===== config.mk =====
export PLATFORM = sky130hd
export DESIGN_NAME = burst_read_buffer_flat
export DESIGN_NICKNAME = d
export VERILOG_FILES = /design/src/rtl/burst_read_buffer_if.sv /design/src/rtl/burst_read_buffer.sv /design/src/flat_wrapper.sv
export SDC_FILE = /design/constraint.sdc
export NUM_CORES = 1
export LEC_CHECK = 0
export CORE_ASPECT_RATIO = 1.1
export CORE_UTILIZATION = 51
export DETAILED_ROUTE_END_ITERATION = 6
export HOLD_SLACK_MARGIN = 0.15
export PLACE_DENSITY = 0.85
export SYNTH_ARGS = -nofsm -noshare
export SYNTH_HDL_FRONTEND = slang
export SYNTH_SLANG_ARGS = --single-unit

===== constraint.sdc =====
create_clock -name DRAMCLK -period 17.3 [get_ports DRAMCLK]
set_clock_uncertainty 0.1 [all_clocks]
set_input_delay 1.73 -clock DRAMCLK [delete_from_list [all_inputs] [get_ports DRAMCLK]]
set_output_delay 1.73 -clock DRAMCLK [all_outputs]
set_load 0.005 [all_outputs]

===== src/rtl/burst_read_buffer_if.sv =====
// Handshake and data bundle between a DRAM read port, the line buffer and its consumer.
// The slave modport is the buffer side; the master modport is the DRAM/consumer side.
interface burst_read_buffer_if #(
  parameter int unsigned WIDTH = 32,
  parameter int unsigned DEPTH = 8
);
  localparam int unsigned CW = $clog2(DEPTH + 1);

  logic                     WE;
  logic [WIDTH-1:0]         dIn;
  logic                     START;
  logic                     LINE_ACK;
  logic [WIDTH*DEPTH-1:0]   dOut;
  logic                     LINE_VALID;
  logic [CW-1:0]            COUNT;
  logic                     BUSY;
  logic                     OVERFLOW;

  modport slave (
    input  WE, dIn, START, LINE_ACK,
    output dOut, LINE_VALID, COUNT, BUSY, OVERFLOW
  );

  modport master (
    output WE, dIn, START, LINE_ACK,
    input  dOut, LINE_VALID, COUNT, BUSY, OVERFLOW
  );
endinterface


===== src/rtl/burst_read_buffer.sv =====
// Collects a burst of DEPTH DRAM words into one line through a shift chain (first word lands
// in slot 0) and holds it for a consumer, flagging words that arrive while the line is full.
module burst_read_buffer #(
  parameter int unsigned WIDTH = 32,
  parameter int unsigned DEPTH = 8
) (
  input logic               DRAMCLK,
  input logic               RESET,
  burst_read_buffer_if.slave bus
);
  localparam int unsigned CW = $clog2(DEPTH + 1);

  typedef enum logic [1:0] {StIdle, StFill, StFull} state_e;

  state_e                      state_q, state_d;
  logic [DEPTH-1:0][WIDTH-1:0] line_q;
  logic [CW-1:0]               count_q, count_d;
  logic                        overflow_q, overflow_d;
  logic                        shift;

  always_comb begin
    state_d    = state_q;
    count_d    = count_q;
    overflow_d = overflow_q;
    shift      = 1'b0;
    case (state_q)
      StIdle: begin
        if (bus.START) begin
          state_d    = StFill;
          count_d    = '0;
          overflow_d = 1'b0;
          if (bus.WE) begin
            shift   = 1'b1;
            count_d = CW'(1);
          end
        end
      end
      StFill: begin
        if (bus.START) begin
          count_d    = '0;
          overflow_d = 1'b0;
          if (bus.WE) begin
            shift   = 1'b1;
            count_d = CW'(1);
          end
        end else if (bus.WE) begin
          shift   = 1'b1;
          count_d = count_q + CW'(1);
          if (count_q == CW'(DEPTH - 1)) state_d = StFull;
        end
      end
      StFull: begin
        // START only counts here when paired with LINE_ACK; alone it must not drop the line.
        if (bus.START && bus.LINE_ACK) begin
          state_d    = StFill;
          count_d    = '0;
          overflow_d = 1'b0;
          if (bus.WE) begin
            shift   = 1'b1;
            count_d = CW'(1);
          end
        end else begin
          if (bus.LINE_ACK) begin
            state_d = StIdle;
            count_d = '0;
          end
          if (bus.WE) overflow_d = 1'b1;
        end
      end
      default: state_d = StIdle;
    endcase
  end

  always_ff @(posedge DRAMCLK or posedge RESET) begin
    if (RESET) begin
      state_q    <= StIdle;
      line_q     <= '0;
      count_q    <= '0;
      overflow_q <= 1'b0;
    end else begin
      state_q    <= state_d;
      count_q    <= count_d;
      overflow_q <= overflow_d;
      if (shift) line_q <= {bus.dIn, line_q[DEPTH-1:1]};
    end
  end

  assign bus.dOut       = line_q;
  assign bus.COUNT      = count_q;
  assign bus.BUSY       = (state_q == StFill);
  assign bus.LINE_VALID = (state_q == StFull);
  assign bus.OVERFLOW   = overflow_q;
endmodule


===== src/flat_wrapper.sv =====
// flat-port wrapper written by rule: the top's interface ports become plain ports
module burst_read_buffer_flat 
#(
  parameter int unsigned WIDTH = 32,
  parameter int unsigned DEPTH = 8
)
  (DRAMCLK, RESET, bus_WE, bus_dIn, bus_START, bus_LINE_ACK, bus_dOut, bus_LINE_VALID, bus_COUNT, bus_BUSY, bus_OVERFLOW);
  burst_read_buffer_if #(.WIDTH(WIDTH), .DEPTH(DEPTH)) bus_i ();
  input logic DRAMCLK;
  input logic RESET;
  input wire logic [$bits(bus_i.WE)-1:0] bus_WE;
  input wire logic [$bits(bus_i.dIn)-1:0] bus_dIn;
  input wire logic [$bits(bus_i.START)-1:0] bus_START;
  input wire logic [$bits(bus_i.LINE_ACK)-1:0] bus_LINE_ACK;
  output wire logic [$bits(bus_i.dOut)-1:0] bus_dOut;
  output wire logic [$bits(bus_i.LINE_VALID)-1:0] bus_LINE_VALID;
  output wire logic [$bits(bus_i.COUNT)-1:0] bus_COUNT;
  output wire logic [$bits(bus_i.BUSY)-1:0] bus_BUSY;
  output wire logic [$bits(bus_i.OVERFLOW)-1:0] bus_OVERFLOW;
  assign bus_i.WE = bus_WE;
  assign bus_i.dIn = bus_dIn;
  assign bus_i.START = bus_START;
  assign bus_i.LINE_ACK = bus_LINE_ACK;
  assign bus_dOut = bus_i.dOut;
  assign bus_LINE_VALID = bus_i.LINE_VALID;
  assign bus_COUNT = bus_i.COUNT;
  assign bus_BUSY = bus_i.BUSY;
  assign bus_OVERFLOW = bus_i.OVERFLOW;
  burst_read_buffer #(.WIDTH(WIDTH), .DEPTH(DEPTH)) u_core (.DRAMCLK(DRAMCLK), .RESET(RESET), .bus(bus_i));
endmodule

# == Word-level counts from Yosys, hierarchy flattened ==
# Index checks and enable logic that the tools add are counted.
# op_classes
n_addsub,1
multipliers,0
n_div,0
n_lt_le_gt_ge,0
eq_ne,11
shift,0
mux,22
n_bitwise,0
n_reduce_logical,8
# ops
operator,n
2-to-1 mux 4 bit,5
2-to-1 mux 2 bit,6
case mux 4 bit (3 select lines),1
2-to-1 mux 1 bit,7
inequality test 2 bit (second input constant),3
inequality test 3 x 2 -> 1 bit (second input constant),2
case mux 2 bit (3 select lines),1
AND reduction 5 bit,1
adder 4 x 1 -> 4 bit (second input constant),1
== test 4 x 3 -> 1 bit (second input constant),1
inequality test 2 x 1 -> 1 bit (second input constant),2
AND reduction 4 bit,1
inequality test 3 bit (second input constant),1
case mux 1 bit (3 select lines),1
AND reduction 3 bit,1
nonzero test 3 bit,1
== test 2 x 1 -> 1 bit (second input constant),1
== test 2 bit (second input constant),1
zero test 2 bit,1
case mux 1 bit (2 select lines),1
nonzero test 2 bit,1
OR reduction 2 bit,1
logical AND 1 bit,1
# totals
reg_bits,263
latchBits,0
ram_bits,0
rom_bits,0
inputBits,37
word_cells,53
memories,0

# == Longest topological paths before layout ==
# logic_depth
depth_word,5
mapped_depth,8
mapped_depth_nobuf,6

# == Worst setup path before layout ==
# OpenSTA, ideal clock, no wires.
# synth_path
kind,in2reg
start,input port bus_LINE_ACK
end,register u_core.line_q (netlist bit u_core.bus.dOut[0])
arrival_ns,2.887
slack_ns,14.186
cell_stages,6
n_path_buf,2
path_cell_list,mux2_1 a21oi_2 nor3b_4 buf_6 buf_6 mux2_1
# synth_via
elab_chain_len,3
# synth_rtl
element,line,rtl
"start, declared",flat_wrapper.sv:14,input wire logic [$bits(bus_i.LINE_ACK)-1:0] bus_LINE_ACK;
logical AND 1 bit,burst_read_buffer.sv:54,if (bus.START && bus.LINE_ACK) begin
2-to-1 mux 1 bit,burst_read_buffer.sv:54,
case mux 1 bit (3 select lines),burst_read_buffer.sv:26,case (state_q)
"end signal, assigned",burst_read_buffer.sv:84,"if (shift) line_q <= {bus.dIn, line_q[DEPTH-1:1]};"
"end, declared",burst_read_buffer.sv:16,logic [DEPTH-1:0][WIDTH-1:0] line_q;
# Every way passes these cells.
# A chain may end at the register's enable or synchronous reset.

# == Worst setup path in the final report ==
# layout_path
start,input port bus_LINE_ACK
end,register u_core.line_q (netlist bit u_core.bus.dOut[101])
# The elaborated chain is that of the path after synthesis.

==> impl_metrics.ini <==
[run_status]
status = complete, no violations

[min_path]
hold_path_depth = 1
min_path_type = flop to flop
hold_end = u_core.bus.dOut[6]
min_from = u_core.bus.dOut[6]

[setup_path]
crit_path_start = bus_LINE_ACK
crit_path_top_delay_cell = buf_4
start_kind = primary input
path_class = primary input to flop
crit_cells = 7
end_kind = flop
reg2reg_to = u_core.bus.dOut[101]
worstPathMaxFanout = 82
cp_slowest_stage_delay_ns = 0.88
crit_path_frequent_cell = buf_4
path_buf_inv = 3
r2r_cells = 8
r2r_start = u_core.state_q[0]
critPathArrivalTime_ns = 4.73
required_ns = 17.60
path_cells = clkdlybuf4s50_1 -> mux2_1 -> a21oi_2 -> nor3b_4 -> buf_4 -> buf_4 -> mux2_2
rrSetupSlack_ns = 13.68
crit_family = buffers and inverters

[cts]
clock_sinks = 263
cts_resized = 0
clk_latency_ns = 0.52
cts_inserted_buffers = 27
postCtsSetupBuffers = 0
path_clk_slew_ns = 0.06
htree_num_levels = 1
cts_buffer_depth = 3
cts_tree = done
ctsRootBufferMaster = clkbuf_16
postCtsHoldBufs = 0

[cells_and_area]
n_fill_cell = 1286
final_nets = 945
syn_to_final_growth_pct = 37.73
num_antenna_cells = 0
layout_common_cells = 299 x clkdlybuf4s50_1, 263 x dfrtp_1, 226 x mux2_2, 33 x mux2_1, 27 x clkbuf_16
drive_gt1_share_pct = 30.39
mostFrequentLayoutCell = clkdlybuf4s50_1
post_layout_nonfiller_instances = 1165

[synth]
synthAdderAreaFrac_pct = 0.8573
ys_ff_latch = 263
synth_warnings = 0
synth.net_count = 639
synth_top_area_share_pct = 64.42
ys_top_cells_by_area = dfrtp_1 64%, mux2_2 25%, mux2_1 3.6%, buf_8 3.2%, ha_1 0.86%
synth_top_family_by_area = multiplexers
ys_types = 30
synth-simple-area-share_pct = 0.8083
synth_compound_area_share_pct = 1.274
synth_xor_area_share_pct = 0
synth_seq_area_share_pct = 64.42
syn_avg_cell_area_sq_um = 17.17
syn_inst = 595
synth_mux_area_share_pct = 28.55
netlist.top_cell.by_area = dfrtp_1
netlist_area_sq_um = 10220

[floorplan]
core_sq_um = 19360
dieArea_sq_um = 20600
initial_core_util_pct = 52.76
ios = 300
die_height_um = 150.4
std_cell_rows = 53
die_w_um = 136.9

[sta]
relSlewSlack_pct = 33.37
hold_viol_final = 0
post-route-period-util_pct = 25.59
setup_violations = 0
worst_pin_slew_ns = 0.9995
setup-tns-final_ns = 0
fin_ws_ns = 12.87
fin_crit_ns = 4.427
rsz0062_at_grt = no
slew_viol_final = 0
holdWs_ns = 0.3820
fmax_mhz = 225.9

[placement]
portBuffers = 299
dp.final_hpwl_mm = 14.29
place_inst = 1119
place_ws_ns = 12.38
gp_congestion = 0.7711

[global_route]
antenna_found_initial = 0
grt_start_max_net_pins = 142
grt_first_pass_wirelength_mm = 33.35
grt_use_total_pct = 20.66
grt_pass1_vias = 6174
grt.overflow.total = 0

[route]
drc_errors = 0
viasPerCell = 5.140
wl_mm = 21.28
wl_per_cell_um = 18.27
drt-pass1-iter-count = 6
ant_nets = 0
vias = 5988
drtIter0Drc = 193

[power]
power.leakage_nw = 6.009
p_per_area_nw_per_um2 = 212.8
ir_drop_mv = 0.1863
finalPower_mw = 2.994

[job]
cap_violations = 0
==> per-stage QoR <==
step	instance area (sq um)	util, %
floorplan	10220	-
global placement	13180	68.06
detailed placement	13180	68.06
CTS	14070	72.67
global route	14070	72.67
finish	14070	72.67
==> final cells by class <==
| cell class | count | area [sq um] | share of cell area, % |
|---|---|---|---|
| clock inverter | 10 | 132.6 | 0.9426 |
| timing repair buffer | 305 | 3038 | 21.59 |
| multi-input combinational | 297 | 3217 | 22.86 |
| inverter | 7 | 33.78 | 0.2401 |
| tap | 247 | 309.0 | 2.196 |
| sequential | 263 | 6581 | 46.77 |
| clock buffer | 36 | 759.5 | 5.397 |
==> logic make-up after synthesis <==
| kind of cell | Yosys count |
|---|---|
| compound gates | 19 |
| fa+ha+maj | 7 |
| buf+inv | 35 |
| flops | 263 |
| mux | 259 |
| simple gates | 12 |
==> cell usage after synthesis (all sizes together) <==
library cell and n:
ha 7, o22ai 1, a32o 2, nor3b 2
o21ai 4, nand2 2, buf 28, a21oi 6
and2 1, a221oi 1, mux2 259, nor2 1
nor4b 1, nand4 1, a222oi 1, a22o 1
a31o 1, inv 7, and3 1, or2 1
dfrtp 263, nor2b 1, a21boi 1, a31oi 1
nand3 1
==> how the worst max path moves through the flow <==
stage / endpoint / slack (ns)
2_1_floorplan: u_core.bus.COUNT[0] / 8.23
3_3_place_gp: u_core.bus.dOut[161] / 12.38
3_5_place_dp: u_core.bus.dOut[40] / 12.38
4_1_cts: u_core.bus.dOut[195] / 12.93
5_1_grt: u_core.bus.dOut[40] / 12.70
6_report: u_core.bus.dOut[101] / 12.87
==> flip-flops by register name, indices dropped and copies added, names as in the netlist <==
register	count
u_core.state_q	2
u_core.bus.COUNT	4
u_core.bus.OVERFLOW	1
u_core.bus.dOut	256
==> where the power goes <==
part	switching (mW)	internal, mW	leakage [nW]
Clock	0.230	0.351	0.444
Combinational	0.402	0.858	2.37
Sequential	0.226	0.927	3.20
Total	0.858	2.14	6.01
==> metal layers <==
layer	GRT usage, %	routed length (um)
met1	26.21	8614
met3	6.498	1836
met4	8.462	785
met5	0	0
met2	32.80	10040
==> worst register-to-register path: cells and delay by family, from the launching register on <==
| kind | cells | cell delay (ns) |
|---|---|---|
| compound gates | 1 | 0.07 |
| fa+ha+maj | 1 | 0.30 |
| buf+inv | 3 | 1.67 |
| flops | 1 | 0.45 |
| mux | 2 | 0.74 |
| simple gates | 1 | 0.19 |
(Power assumes the default switching activity.)
